### config.mk
export PLATFORM = sky130hd
export DESIGN_NAME = cpu_param
export DESIGN_NICKNAME = d
export VERILOG_FILES = /design/src/rtl/cpu_param.sv
export SDC_FILE = /design/constraint.sdc
export NUM_CORES = 1
export LEC_CHECK = 0
export ABC_CLOCK_PERIOD_IN_PS = 3000
export BUFFER_PORTS_ARGS = -buffer_cell sky130_fd_sc_hd__buf_4
export CELL_PAD_IN_SITES_DETAIL_PLACEMENT = 0
export CELL_PAD_IN_SITES_GLOBAL_PLACEMENT = 1
export CORE_MARGIN = 3
export CORE_UTILIZATION = 25
export CTS_CLUSTER_SIZE = 10
export DETAILED_ROUTE_END_ITERATION = 8
export GPL_TIMING_DRIVEN = 0
export PLACE_DENSITY = 0.61
export SLEW_MARGIN = 5
export SYNTH_ARGS = -nofsm -noshare
export SYNTH_HDL_FRONTEND = slang
export SYNTH_SLANG_ARGS = --single-unit
### constraint.sdc
create_clock -name clk -period 3 [get_ports clk]
set_input_delay 0.75 -clock clk [delete_from_list [all_inputs] [get_ports clk]]
set_output_delay 0.75 -clock clk [all_outputs]
set_load 0.01 [all_outputs]
### src/rtl/cpu_param.sv
// cpu_param: parametrised multi-cycle accumulator CPU (A/B registers, N/Z/V flags, NPORTS I/O ports).
// Define CPU_PARAM_CARRY_EN to add the carry flag C and the BRC branch condition.
module cpu_param #(
    parameter int DW     = 8,
    parameter int AW     = 8,
    parameter int NPORTS = 2
) (
    input  logic                 clk,
    input  logic                 reset,
    output logic [AW-1:0]        mem_addr,
    input  logic [DW-1:0]        mem_rdata,
    output logic [DW-1:0]        mem_wdata,
    output logic                 mem_we,
    input  logic [NPORTS*DW-1:0] in_data,
    output logic [NPORTS*DW-1:0] out_data,
    output logic                 halted
);

    typedef enum logic [2:0] {
        FETCH,
        OPERAND,
        MEMORY,
        EXECUTE,
        HALT
    } state_t;

    state_t              state_q, state_d;
    logic [AW-1:0]       pc_q, pc_d;
    logic [DW-1:0]       ir_q, ir_d;
    logic [DW-1:0]       mdr_q, mdr_d;
    logic [DW-1:0]       a_q, a_d;
    logic [DW-1:0]       b_q, b_d;
    logic                n_q, n_d;
    logic                z_q, z_d;
    logic                v_q, v_d;
    logic [NPORTS*DW-1:0] out_q, out_d;

    logic [7:0]          op;
    logic                opAlu, opLoad, opStore, opIn, opOut, opBranch, opHalt;
    logic [1:0]          pp;
    logic [DW-1:0]       rSel;
    logic [DW-1:0]       inVal;
    logic [DW:0]         sum, diff;
    logic [DW-1:0]       aluRes;
    logic                aluV;
    logic                taken;
    logic                regWe;
    logic [DW-1:0]       regVal;

    // LOAD, STORE and branches carry an operand word and take four cycles
    function automatic logic isFourPhase(input logic [7:0] code);
        return (code[7:2] == 6'b000000) || (code[7:3] == 5'b00100);
    endfunction

    assign op       = ir_q[7:0];
    assign opAlu    = op[7] && (op[3:1] == 3'b000);
    assign opLoad   = (op[7:1] == 7'b0000000);
    assign opStore  = (op[7:1] == 7'b0000001);
    assign opIn     = (op[7:3] == 5'b00010);
    assign opOut    = (op[7:3] == 5'b00011);
    assign opBranch = (op[7:3] == 5'b00100);
    assign opHalt   = (op == 8'h30);
    assign pp       = op[2:1];
    assign rSel     = op[0] ? b_q : a_q;

    assign sum  = {1'b0, a_q} + {1'b0, b_q};
    assign diff = {1'b0, a_q} - {1'b0, b_q};

    // Overflow is carry-into-MSB xor carry-out, which also works for borrow on SUB
    always_comb begin
        aluRes = '0;
        aluV   = 1'b0;
        case (op[6:4])
            3'b000: begin
                aluRes = sum[DW-1:0];
                aluV   = a_q[DW-1] ^ b_q[DW-1] ^ sum[DW-1] ^ sum[DW];
            end
            3'b001: begin
                aluRes = diff[DW-1:0];
                aluV   = a_q[DW-1] ^ b_q[DW-1] ^ diff[DW-1] ^ diff[DW];
            end
            3'b010: aluRes = rSel << 1;
            3'b011: aluRes = rSel >> 1;
            3'b100: aluRes = a_q ^ b_q;
            3'b101: aluRes = ~rSel;
            3'b110: begin
                aluRes = '0 - rSel;
                aluV   = (rSel == {1'b1, {(DW-1){1'b0}}});
            end
            default: aluRes = '0;
        endcase
    end

`ifdef CPU_PARAM_CARRY_EN
    logic aluC;
    logic c_q, c_d;

    always_comb begin
        case (op[6:4])
            3'b000:  aluC = sum[DW];
            3'b001:  aluC = diff[DW];
            3'b010:  aluC = rSel[DW-1];
            3'b011:  aluC = rSel[0];
            default: aluC = 1'b0;
        endcase
    end
`endif

    always_comb begin
        case (op[2:0])
            3'b000:  taken = 1'b1;
            3'b001:  taken = z_q;
            3'b010:  taken = n_q;
            3'b011:  taken = v_q;
            3'b100:  taken = !z_q;
`ifdef CPU_PARAM_CARRY_EN
            3'b101:  taken = c_q;
`endif
            default: taken = 1'b0;
        endcase
    end

    // Ports beyond NPORTS read as zero
    always_comb begin
        inVal = '0;
        for (int p = 0; p < NPORTS; p++) begin
            if (pp == 2'(p)) inVal = in_data[p*DW +: DW];
        end
    end

    always_comb begin
        state_d = state_q;
        pc_d    = pc_q;
        ir_d    = ir_q;
        mdr_d   = mdr_q;
        a_d     = a_q;
        b_d     = b_q;
        n_d     = n_q;
        z_d     = z_q;
        v_d     = v_q;
        out_d   = out_q;
`ifdef CPU_PARAM_CARRY_EN
        c_d     = c_q;
`endif
        regWe   = 1'b0;
        regVal  = '0;
        case (state_q)
            FETCH: begin
                ir_d = mem_rdata;
                if (isFourPhase(mem_rdata[7:0])) begin
                    pc_d    = pc_q + AW'(1);
                    state_d = OPERAND;
                end else begin
                    state_d = EXECUTE;
                end
            end
            OPERAND: begin
                mdr_d   = mem_rdata;
                state_d = MEMORY;
            end
            MEMORY: state_d = EXECUTE;
            EXECUTE: begin
                pc_d    = pc_q + AW'(1);
                state_d = FETCH;
                if (opAlu) begin
                    regWe  = 1'b1;
                    regVal = aluRes;
                    n_d    = aluRes[DW-1];
                    z_d    = (aluRes == '0);
                    v_d    = aluV;
`ifdef CPU_PARAM_CARRY_EN
                    c_d    = aluC;
`endif
                end
                if (opLoad) begin
                    regWe  = 1'b1;
                    regVal = mem_rdata;
                end
                if (opIn) begin
                    regWe  = 1'b1;
                    regVal = inVal;
                end
                if (opOut) begin
                    for (int p = 0; p < NPORTS; p++) begin
                        if (pp == 2'(p)) out_d[p*DW +: DW] = rSel;
                    end
                end
                if (opBranch && taken) pc_d = mdr_q[AW-1:0];
                if (opHalt) state_d = HALT;
                if (regWe) begin
                    if (op[0]) b_d = regVal;
                    else       a_d = regVal;
                end
            end
            HALT:    state_d = HALT;
            default: state_d = FETCH;
        endcase
    end

    always_ff @(posedge clk or posedge reset) begin
        if (reset) begin
            state_q <= FETCH;
            pc_q    <= '0;
            ir_q    <= '0;
            mdr_q   <= '0;
            a_q     <= '0;
            b_q     <= '0;
            n_q     <= 1'b0;
            z_q     <= 1'b0;
            v_q     <= 1'b0;
            out_q   <= '0;
`ifdef CPU_PARAM_CARRY_EN
            c_q     <= 1'b0;
`endif
        end else begin
            state_q <= state_d;
            pc_q    <= pc_d;
            ir_q    <= ir_d;
            mdr_q   <= mdr_d;
            a_q     <= a_d;
            b_q     <= b_d;
            n_q     <= n_d;
            z_q     <= z_d;
            v_q     <= v_d;
            out_q   <= out_d;
`ifdef CPU_PARAM_CARRY_EN
            c_q     <= c_d;
`endif
        end
    end

    // The operand address is only driven while a 4-phase instruction needs it
    assign mem_addr  = ((state_q == MEMORY) || ((state_q == EXECUTE) && isFourPhase(op)))
                       ? mdr_q[AW-1:0] : pc_q;
    assign mem_we    = (state_q == MEMORY) && opStore;
    assign mem_wdata = rSel;
    assign out_data  = out_q;
    assign halted    = (state_q == HALT);

endmodule
* After elaboration in Yosys (flattened, before gate mapping) *
Cells that the tools add are included.

cells by class
  $add $sub $neg = 4
  bitwise operators = 8
  equal/unequal tests = 23
  reduce and logical (&&, ||, !) cells = 24
  multiplexer cells = 20

operators with widths
  cell                                                                    count
  8-bit 2-to-1 mux                                                        9
  8-bit one-hot mux with 7 select lines                                   1
  3-bit by 2-bit equality test with 1-bit output (second input constant)  6
  8-bit one-hot mux with 2 select lines                                   1
  3-bit equality test (second input constant)                             5
  3-bit one-hot mux with 5 select lines                                   1
  3-bit zero test                                                         4
  6-bit zero test                                                         2
  3-bit AND reduction                                                     4
  5-bit by 2-bit equality test with 1-bit output (second input constant)  2
  5-bit by 3-bit equality test with 1-bit output (second input constant)  2
  8-bit by 8-bit adder with 9-bit output                                  1
  3-bit by 1-bit equality test with 1-bit output (second input constant)  3
  8-bit by 8-bit subtractor with 9-bit output                             1
  8-bit by 1-bit adder with 8-bit output (second input constant)          1
  8-bit by 6-bit equality test with 1-bit output (second input constant)  1
  8-bit equality test (second input constant)                             1
  8-bit zero test                                                         1
  8-bit inverter                                                          1
  1-bit by 8-bit subtractor with 8-bit output (first input constant)      1
  8-bit bitwise XOR                                                       1
  7-bit by 1-bit equality test with 1-bit output (second input constant)  1
  7-bit zero test                                                         1
  1-bit one-hot mux with 5 select lines                                   1
  other kinds (14)                                                        27

word-level totals
  input bits = 26
  output and inout bits = 34
  logic and storage cells = 90
  register bits = 62

* Longest topological paths before layout *
  word-level depth = 7
  depth in mapped cells = 11
  mapped depth without buffers = 11

* Least setup slack after synthesis *
OpenSTA, ideal clock, no wires.

  kind = register -> register
  start = reg a_q[0]
  end = reg z_q
  buffers on the path = 0
  clock period less this slack = 2.771 ns
  required time = 2.904 ns
  library setup time = 0.096 ns
  cell stages (with the launch flop) = 11
  arrival time = 2.675 ns
  slack = 0.229 ns
  path through = dfrtp_1 -> inv_1 -> ha_1 -> inv_1 -> fa_1 -> mux4_2 -> mux2i_1 -> nand2_1 -> or3_1 -> or4_1 -> o32ai_2

between the ends
  longest elaborated chain between the ends = 4
  elaborated cells between the ends (all ways) = 8
  those cells by class = 3 x add/sub; 2 x mux; 2 x bitwise; 1 x reduce/logical

RTL lines
  element                                                                        RTL line  RTL
  start: declaration                                                             31        logic [DW-1:0] a_q, a_d;
  start signal: assignment                                                       206       a_q <= '0;
  start signal: assignment                                                       220       a_q <= a_d;
  8-bit 2-to-1 mux                                                               64        assign rSel = op[0] ? b_q : a_q;
  1-bit by 8-bit subtractor with 8-bit output or 8-bit inverter (tied branches)  87, 85
  8-bit one-hot mux with 7 select lines *                                        73        case (op[6:4])
  8-bit zero test *                                                              169       z_d = (aluRes == '0);
  end signal: assignment                                                         223       z_q <= z_d;
  end: declaration                                                               34        logic z_q, z_d;

Mark *: on every way between the ends. The rest lies on a longest branch, timed or not.
A chain may end at the register's enable or synchronous reset.

* Worst setup path after layout *
  start = reg ir_q[4]
  end = out mem_addr[5]

between the ends
  longest elaborated chain between the ends = 5
  elaborated cells between the ends (all ways) = 6
  those cells by class = 1 x eq/ne; 1 x mux; 4 x reduce/logical

RTL lines
  element                                                                            RTL line  RTL
  start: declaration                                                                 29        logic [DW-1:0] ir_q, ir_d;
  start signal: assignment                                                           218       ir_q <= ir_d;
  5-bit by 3-bit equality test with 1-bit output or 6-bit zero test (tied branches)  52        return (code[7:2] == 6'b000000) || (code[7:3] == 5'b00100);
  1-bit logical OR *                                                                 52
  1-bit logical AND *                                                                233       assign mem_addr = ((state_q == MEMORY) || ((state_q == EXECUTE) && isFourPhase(op)))
  1-bit logical OR *                                                                 233
  8-bit 2-to-1 mux *                                                                 234       ? mdr_q[AW-1:0] : pc_q;
  end: declaration                                                                   10        output logic [AW-1:0] mem_addr,

Marks and branches as above.

==> results.toml <==
[finish]
final_nets = 639
final_layout_size_suffix_gt1_share_pct = 27.6
final_common_cell = "buf_4"
antenna_cells = 0
fin_util_pct = 33.4
finalInstanceArea_sq_um = 5790
area_growth_pct = 29.9
final_cell_mix = "73 x buf_4, 57 x dfrtp_1, 50 x o21ai_0, 48 x nand2_1, 34 x a21oi_1"

[placement]
portBuffers = 59
dpl.hpwl_microns = 11100
postPlaceCellArea_sq_um = 5180
gp_congestion = 0.858

[power]
total_power_mw = 6.47
ir_drop_mv = 0.438
pwr_density_cell_nw_per_um2 = 1120
leakage_nw = 2.51

[worst_setup_path]
critical_path_class = "flip-flop to output pin"
crit_fanout = 10
critical_path.cell_chain = "buf_6 -> or3_4 -> o21ai_2 -> nand3b_1 -> buf_12 -> mux2_2 -> buf_4"
end_kind = "output pin"
slowest_delay_ns = 0.42
crit_path_top_delay_cell = "or3_4"
required_ns = 2.25
crit_path_start_kind = "flip-flop"
arrival_ns = 2.16

[yosys]
synth_ff_type = "dfrtp_1"
syn_nets = 558
ys_types = 64
syn_area_per_cell_sq_um = 8.72
yosys_warnings = 0
ys_seq_area_share_pct = 34.8
async_flop_share_pct = 100
synth_seq_cells = 62
synth_edf_count = 0
syn_area_sq_um = 4460
syn_inst = 511

[clock_network]
clockRootBuffer = "clkbuf_16"
clockBufferDepth = 2
clock-sinks = 62
clkLatencyLatePin_ns = 0.33
htreeDepth = 3
clk_pin_slew_ns = 0.06
cts_tree = "yes"
cts_inserted_buffers = 9
hold_buffers = 0

[floorplanning]
core_area_sq_um = 17400
start_util_pct = 25.7
ios = 60
core.rowCount = 48
die_w_microns = 140
dieArea_sq_um = 19500
die_h_microns = 140

[sta]
slew_viol_final = 0
fmax_ghz = 0.344
worst_slew_pin_slew_ns = 1.07
period_minus_slack_ns = 2.91
setup_viol = 0
max_slew_margin_pct = 28.5
fin_skew_ns = 0.00775
fin_hold_ws_ns = 0.490
min_period_over_period_pct = 97.0
timing.setup.tns_ns = 0
hold_viol = 0

[drt]
vias = 4265
viasPerCell = 5.19
routedWlPerCell_microns = 17.9
firstDrtPassIters = 4
drtIter0Drc = 342
final_antenna_net_count = 0
drc = 0
wl_microns = 14700

[job]
cap_viol_max_count = 0

[global_route]
groute.usage.overall_pct = 15.2
overflow = 0
grt_start_max_net_pins = 63
grt_pass1_vias = 4318
antenna_found_initial = 0
grt_pass1_wl_microns = 23800

[status]
status = "finished, final reports clean"

[hold_path]
hold_path_class = "flip-flop to flip-flop"
-- cell families after synthesis --
logic type,count (synthesis),share of synthesized area (%)
XOR/XNOR,7,1.38
multiplexers,46,12.0
AO/OA/AOI/OAI,147,20.9
AND/OR/NAND/NOR,169,19.2
adder cells (fa/ha/maj),21,6.23
buffers and inverters,59,5.42
flip-flops,62,34.8
-- synth_stat cells (2+ instances only) --
cell,count,area [sq um]
dfrtp_1,62,1550
o21ai_0,51,255
nand2_1,48,180
a21oi_1,34,170
nor2_1,33,124
mux2_2,27,304
inv_1,26,97.6
clkbuf_1,22,82.6
ha_1,19,238
nand3_1,18,90.1
mux2i_1,15,150
nor3_1,14,70.1
o22ai_1,9,56.3
nand2b_1,8,50.1
a211oi_1,7,52.6
nor2b_1,7,43.8
o221ai_1,7,61.3
nand3b_1,6,45.0
or3_1,6,37.5
xnor2_1,6,52.6
nand4_1,5,31.3
nor3b_1,5,37.5
o31ai_1,5,37.5
a221oi_1,4,35.0
buf_1,4,15.0
or4_1,4,30.0
a21o_1,3,22.5
and3_1,3,18.8
nor4_1,3,18.8
o211ai_1,3,22.5
o21bai_1,3,22.5
or2_2,3,18.8
a211o_1,2,17.5
a222oi_1,2,20.0
and3b_1,2,17.5
buf_2,2,10.0
buf_6,2,22.5
fa_1,2,40.0
mux2i_4,2,45.0
o211a_1,2,20.0
o32ai_1,2,17.5
-- through the flow --
step	setup WS [ns]	instances
2_1_floorplan	0.229	511
3_3_place_gp	-0.260	795
3_5_place_dp	-0.269	795
4_1_cts	0.00770	811
5_1_grt	-0.0167	822
6_report	0.0907	822
-- where the power goes --
| group | switching, mW | internal (mW) | total (mW) | leakage [nW] |
|---|---|---|---|---|
| clock | 0.393 | 0.729 | 1.12 | 0.156 |
| sequential | 0.392 | 1.15 | 1.54 | 0.771 |
| combinational | 2.15 | 1.66 | 3.81 | 1.58 |
| total | 2.94 | 3.54 | 6.47 | 2.51 |
-- registers in the layout (all words and copies together) (netlist names) --
| signal | flops |
|---|---|
| out_data | 16 |
| a_q | 8 |
| b_q | 8 |
| ir_q | 8 |
| mdr_q | 8 |
| pc_q | 8 |
| state_q | 3 |
| n_q | 1 |
| v_q | 1 |
| z_q | 1 |
-- critical path, delay by kind of cell (launching register included) --
family	cells	cell delay [ns]
compound gates	1	0.14
mux	1	0.28
buf+inv	3	0.48
flops	1	0.38
simple gates	2	0.55
-- worst paths after layout --
check | from | end | slack (ns) | depth (start not counted)
worst max-delay path | ir_q[4] | mem_addr[5] | 0.09 | 7
max in group asynchronous | reset | ir_q[2] | 1.86 | 2
worst min register to register | out_data[7] | out_data[7] | 0.49 | 2
worst max register to register | a_q[1] | z_q | 0.10 | 8
min in group asynchronous | reset | mdr_q[1] | 0.57 | 2
worst min-delay path | out_data[7] | out_data[7] | 0.49 | 2
-- routing by layer --
layer | global-route usage (%) | routed length (microns) | vias to the layer above
li1 | - | - | 2043
met1 | 20.7 | 6770 | 2067
met2 | 24.8 | 7010 | 132
met3 | 2.65 | 692 | 23
met4 | 4.79 | 255 | 0
met5 | 0 | 0 | -
-- area by class of cell --
cell class              count  area (sq um)
multi-input cells         390          2810
inverters                  29           114
flip-flops and latches     62          1560
fillers                  1809         11600
well taps                 225           282
clock buffers               9           225
repair buffers             74           568
clock inverters             7          98.8
plain buffers              26           134
-- repair_timing --
action	in CTS	in global routing
setup endpoints to repair	35	37
gates cloned	0	0
resized for setup	17	28
buffers inserted	2	13
pin swaps	1	4
Power figures use the tool's default switching activity.
